### src/rtl/syscall_unit.sv
// syscall_unit: services the controller's HALT/READ/WRITE syscalls over rx/tx valid-ready word streams.
// Latency: READ/WRITE reach DONE two edges after runio is first sampled high, plus one edge per stalled handshake cycle.
// Backpressure: RD/WR wait for rx_valid/tx_ready; with `SYSCALL_TIMEOUT_EN they give up after TIMEOUT_CYCLES.
module syscall_unit #(
  parameter int WIDTH          = 16,
  parameter int TIMEOUT_CYCLES = 1024
) (
  input  logic             clock,
  input  logic             reset,
  input  logic             runio,
  input  logic [WIDTH-1:0] acc_in,
  input  logic [WIDTH-1:0] dr_in,
  output logic             iobusy,
  output logic [WIDTH-1:0] io_result,
  output logic             io_acc_write,
  input  logic [WIDTH-1:0] rx_data,
  input  logic             rx_valid,
  output logic             rx_ready,
  output logic [WIDTH-1:0] tx_data,
  output logic             tx_valid,
  input  logic             tx_ready,
  output logic             halted,
  output logic             io_error
);

  typedef enum logic [2:0] {
    IDLE    = 3'd0,
    RD      = 3'd1,
    WR      = 3'd2,
    HALT    = 3'd3,
    DONE    = 3'd4,
    RELEASE = 3'd5
  } state_t;

  state_t           state;
  state_t           state_nxt;
  logic [1:0]       code_q;
  logic [WIDTH-1:0] arg_q;
  logic             handshake;
  logic             timed_out;
  logic             timeout_hit;
  logic             unused_acc;

  assign unused_acc  = ^acc_in[WIDTH-1:2];
  assign handshake   = (state == RD && rx_valid) || (state == WR && tx_ready);
  // A handshake on the limit edge completes normally.
  assign timeout_hit = timed_out && !handshake;

`ifdef SYSCALL_TIMEOUT_EN
  localparam int CW = $clog2(TIMEOUT_CYCLES + 1);
  logic [CW-1:0] wait_cnt;

  assign timed_out = (state == RD || state == WR) && (wait_cnt == CW'(TIMEOUT_CYCLES - 1));

  always_ff @(posedge clock) begin
    if (!reset) begin
      wait_cnt <= '0;
    end else if ((state == RD || state == WR) && state_nxt == state) begin
      wait_cnt <= wait_cnt + CW'(1);
    end else begin
      wait_cnt <= '0;
    end
  end
`else
  logic [31:0] unused_timeout;
  assign unused_timeout = TIMEOUT_CYCLES;
  assign timed_out      = 1'b0;
`endif

  always_comb begin
    state_nxt = state;
    iobusy    = 1'b0;
    rx_ready  = 1'b0;
    tx_valid  = 1'b0;
    case (state)
      IDLE: begin
        // Busy as soon as runio rises so the controller never sees a false idle.
        iobusy = runio;
        if (runio) begin
          case (acc_in[1:0])
            2'd0:    state_nxt = HALT;
            2'd1:    state_nxt = RD;
            2'd2:    state_nxt = WR;
            default: state_nxt = DONE;
          endcase
        end
      end
      RD: begin
        iobusy   = 1'b1;
        rx_ready = 1'b1;
        if (rx_valid || timed_out) state_nxt = DONE;
      end
      WR: begin
        iobusy   = 1'b1;
        tx_valid = 1'b1;
        if (tx_ready || timed_out) state_nxt = DONE;
      end
      HALT: begin
        iobusy = 1'b1;
      end
      DONE: begin
        state_nxt = runio ? RELEASE : IDLE;
      end
      RELEASE: begin
        if (!runio) state_nxt = IDLE;
      end
      default: begin
        state_nxt = IDLE;
      end
    endcase
  end

  assign tx_data      = arg_q;
  assign io_acc_write = (state == DONE) && (code_q == 2'd1);

  always_ff @(posedge clock) begin
    if (!reset) begin
      state     <= IDLE;
      code_q    <= 2'd0;
      arg_q     <= '0;
      io_result <= '0;
      halted    <= 1'b0;
      io_error  <= 1'b0;
    end else begin
      state <= state_nxt;
      if (state == IDLE && runio) begin
        code_q <= acc_in[1:0];
        arg_q  <= dr_in;
      end
      if (state == RD) begin
        if (rx_valid)       io_result <= rx_data;
        else if (timed_out) io_result <= '1;
      end
      if (state_nxt == HALT) halted <= 1'b1;
      if ((state == IDLE && runio && acc_in[1:0] == 2'd3) || timeout_hit) io_error <= 1'b1;
    end
  end

endmodule

### config.mk
export PLATFORM = sky130hd
export DESIGN_NAME = syscall_unit
export DESIGN_NICKNAME = d
export VERILOG_FILES = /design/src/rtl/syscall_unit.sv
export SDC_FILE = /design/constraint.sdc
export NUM_CORES = 1
export LEC_CHECK = 0
export BUFFER_PORTS_ARGS = -buffer_cell sky130_fd_sc_hd__buf_2
export CAP_MARGIN = 20
export CORE_MARGIN = 5
export CORE_UTILIZATION = 30
export CTS_CLUSTER_SIZE = 28
export DETAILED_ROUTE_END_ITERATION = 12
export SYNTH_ARGS = -nofsm -noshare
export SYNTH_HDL_FRONTEND = slang
export SYNTH_SLANG_ARGS = --single-unit
### constraint.sdc
create_clock -name clock -period 3.2 [get_ports clock]
set_input_delay 0.16 -clock clock [delete_from_list [all_inputs] [get_ports clock]]
set_output_delay 0.16 -clock clock [all_outputs]
set_load 0.02 [all_outputs]
; Yosys cells after proc, flatten, opt, wreduce, memory -nomap -nowiden
; Cells that the tools add are included.
[totals]
output_inout_bits = 38
regBits = 39
[classes]
n_reduce_logical = 7
mux = 10
eq_ne = 10
[ops]
columns = cell, count
row1 = 3-bit case mux with 6 select lines, 1
row2 = 3-bit two-way mux, 5
row3 = "3-bit by 2-bit equality test with 1-bit output, second input constant", 3
row4 = 3-bit case mux with 3 select lines, 1
row5 = "3-bit equality test, second input constant", 2
row6 = "2-bit by 1-bit equality test with 1-bit output, second input constant", 2
row7 = "2-bit equality test, second input constant", 2
row8 = "3-bit by 1-bit equality test with 1-bit output, second input constant", 1
row9 = 1-bit logical AND, 3
row10 = 3-bit zero test, 1
row11 = 3-bit OR reduction, 1
row12 = 2-bit zero test, 1
row13 = 1-bit two-way mux, 2
row14 = 1-bit case mux with 2 select lines, 1
row15 = 2-bit AND reduction, 1

; Logic depth before layout (Yosys ltp)
[depth]
word_depth = 5
depth_mapped = 6
ltp_nobuf = 3

; Least setup slack after synthesis
; Ideal clock, no wire load.
[synth_timing]
kind = flip-flop to output port
from = reg state[2]
to = out io_acc_write
setup_slack_ps = 1752
t_required_ps = 3040
path_stages_with_launch = 4
path_buffers = 1
arrival_time_ps = 1288
cell_sequence = dfxtp_1 -> buf_2 -> nand2_1 -> nor4_1
[synth_between]
elab_chain_cells = 2
[synth_lines]
columns = item, line
row1 = "start, declared", 35  ; state_t state;
row2 = "start signal, assigned", 125  ; state <= state_nxt;
row3 = 3-bit equality test, 114  ; assign io_acc_write = (state == DONE) && (code_q == 2'd1);
row4 = 1-bit logical AND, 114
row5 = "end, declared", 15  ; output logic io_acc_write,
; Every way passes these cells.

; Worst setup path in the final report
[layout_timing]
from = reg state[0]
to = reg io_result[10]
[layout_between]
elab_chain_cells = 2
[layout_lines]
columns = item, line
row1 = 3-bit by 1-bit equality test with 1-bit output, 130  ; if (state == RD) begin
row2 = 2-bit AND reduction (no line), --
row3 = "end signal, assigned", 131  ; if (rx_valid) io_result <= rx_data;
row4 = "end, declared", 14  ; output logic [WIDTH-1:0] io_result,
; Every way passes these cells.
; A chain may end at the register's enable or synchronous reset.

==> results.md <==
- Layout Skew: approximately 0.0074 ns
- Pint: 0.000828 W
- Gate power share: between 10% and 20%
- Post-synthesis sequential area ratio: approximately half
- Worst setup EP type: register
- CTS Hold Bufs: 0
- Slew headroom: 42.6%
- Initial DRC Count: just over 60
- Switching part of the total: a little over a quarter
- Outcome: complete, no violations
- Syn_nets: approximately 240
- Die Y: between 80 and 90 um
- Adder-cell area share of the yosys netlist: 0%
- Hold Vio Cnt, Final: 0
- Synth Instances: roughly 180
- Inserted Clock Buffers: 5
- VDD IR max: around 0.24 mV
- Clk_lat worst skew: 0.28 ns
- Drt via density: ~4.5
- Final setup fails: 0
- Placer Congestion: roughly 0.66
- Layout net count: roughly 310
- Total gr overflow: 0
- Synth Area in Simple Gates: 26.4%
- Initial core utilization: between 30% and 40%
- Fraction of layout cells with a size suffix above 1: a little over a third
- Hpwl dp: ~2.8 mm
- Max-cap violations: 0
- Commonest cells after routing, fill and taps aside: 76 x buf_2, 70 x nand2_1, 39 x dfxtp_1
- Largest net degree at the start of global routing: 23
- Clock Sinks: 39
- Crit path DAT: 2.02 ns
- Syn avg cell area: ~8.2 um2
- Most common cell after layout, fill and taps aside: buf_2
- Die area: roughly 6600 um2
- GR peak layer: met2
- Flops & latches, synth: 39
- Switching Power: around 0.00031 W
- Yosys cell types: 30
- Gr usage total: 11.9%
- TritonCTS clock tree: done
- Largest family of logic cells by synthesized area: simple AND/OR/NAND/NOR gates
- Met1 Track Usage GR: 14.0%
- Routed Antenna Nets: 0
- Fmax: approximately 0.55 GHz
- Mux share of post-synthesis cell area: 0%
- Final wirelength: between 3 and 4 mm
- RSZ-0062 raised after global routing: false
- GRT met3 Usage: 5.32%
- Setup TNS: 0 ns
- Req. time, crit path: about 3.4 ns
- Clock Path Buffers: 2
- XOR/XNOR Fraction of Synth Area: 0%
- Hold Crit Class: primary input to register
- Synth async-reset ratio: 0%
- Setup Fix Bufs, Post-CTS: 0
- Fin crit share: a little under three fifths
- Crit Path Category: register to register
- First-pass GRT wire length: around 6 mm
- Fin. max-slew vios: 0
- Root Buffer: clkbuf_8
- Pwr dens: approximately 560 nW/um2
- Compound-Gate Fraction of Synth Area: 16.1%
- Syn. warnings: 0
- Wire length per cell: roughly 12 um
- DR vias: ~1400
- Dominant synthesized flop cell: dfxtp_1
- Final non-filler cell total: roughly 320
- Netlist Area Pre-Place: 1520 um2
- Met2 Use GR: 19.0%
- I/O pin cnt: between 90 and 100
- # DRC: 0
- CTS clk-pin slew, worst paths: 0.07 ns
- Max FO, Critical Path: 16
- Lkg Pwr: 0.915 nW
- Fin crit period: 1.81 ns
- Sequential Power Share: around half
- CTS resizes: 0
- Critical path launch point type: register
- # rows: 25
- Vias in the first global route: approximately 1300
- Antenna cells: 0
- H-tree depth: 2
- Die span in x: between 80 and 90 um
- Initial antenna violation count: 0
- Placed cell count: around 320
- Number of synthesized flops with an enable pin: 0
- Worst slew pin tran: ~0.86 ns
- Core ar.: around 4800 um2
- Syn-to-layout area delta: 33.6%
- Drt pass-1 iters: 4
- Clock share of power: 34.1%
- Number of port buffers: 76
-- kinds of logic (layout without fill, tap and decap cells) --
group | after synthesis | in the layout
and+or+nand+nor | 87 | 87
AOI/OAI and AO/OA | 43 | 43
DFF | 39 | 39
buffers and inverters | 15 | 86
-- power groups by stage --
stage | logic, W | clock network (W) | registers (W)
6_report | 0.000201 | 0.000387 | 0.000548
3_5_place_dp | 0.000205 | 0 | 0.000559
2_1_floorplan | 0.000117 | 0 | 0.000580
4_1_cts | 0.000205 | 0.000405 | 0.000548
5_1_grt | 0.000222 | 0.000426 | 0.000553
3_3_place_gp | 0.000203 | 0 | 0.000559
-- worst paths after layout --
check | cells after the start | to | startpoint | slack, ns
setup / recovery | 3 | io_result[10] | state[0] | 1.39
hold / removal | 3 | io_result[7] | rx_data[7] | 0.11
setup reg to reg | 3 | io_result[10] | state[0] | 1.39
hold reg to reg | 2 | io_result[4] | io_result[4] | 0.45
-- critical path: stages (launching register included) --
cell	delay (ns)
dfxtp_1	0.60
nor4bb_4	0.87
nand2_1	0.13
a21oi_1	0.14
-- stage by stage --
step	setup slack [ns]	hold slack [ns]	power [W]	cell area (um2)	utilization [%]
6_report	1.39	0.108	0.00114	2030	42.1
3_3_place_gp	1.39	0.398	0.000762	1920	39.9
2_1_floorplan	1.75	0.274	0.000697	1520	-
5_1_grt	1.13	0.0927	0.00120	2030	42.1
4_1_cts	1.36	0.0940	0.00116	2030	42.1
3_5_place_dp	1.36	0.401	0.000764	1920	39.9
-- routing by layer --
metal,share of wire [%],routed length (um)
met2,45,1710
met1,44,1670
met4,1.1,40
met3,9.7,368
met5,0,0
-- cell usage after synthesis (all sizes together) (2+ instances only) --
| library cell | number | area [um2] |
|---|---|---|
| a21oi | 35 | 175 |
| buf | 8 | 65.1 |
| clkbuf | 6 | 22.5 |
| dfxtp | 39 | 781 |
| nand2 | 71 | 269 |
| nor2 | 2 | 7.51 |
| nor3 | 2 | 10.0 |
| nor3b | 2 | 15.0 |
| o21ai | 2 | 10.0 |
-- registers in the layout, indices dropped and copies added (netlist names) --
| name | cells |
|---|---|
| halted | 1 |
| code_q | 2 |
| state | 3 |
| io_result | 16 |
| tx_data | 16 |
| io_error | 1 |
-- cell type report --
type / instances / area (um2)
fillers: 518 / 2790
inverters: 1 / 3.75
clock inverters: 1 / 30.0
well taps: 67 / 83.8
clock buffers: 6 / 72.6
multi-input cells: 130 / 659
repair buffers: 78 / 395
flip-flops and latches: 39 / 781
(Power assumes the default switching activity.)
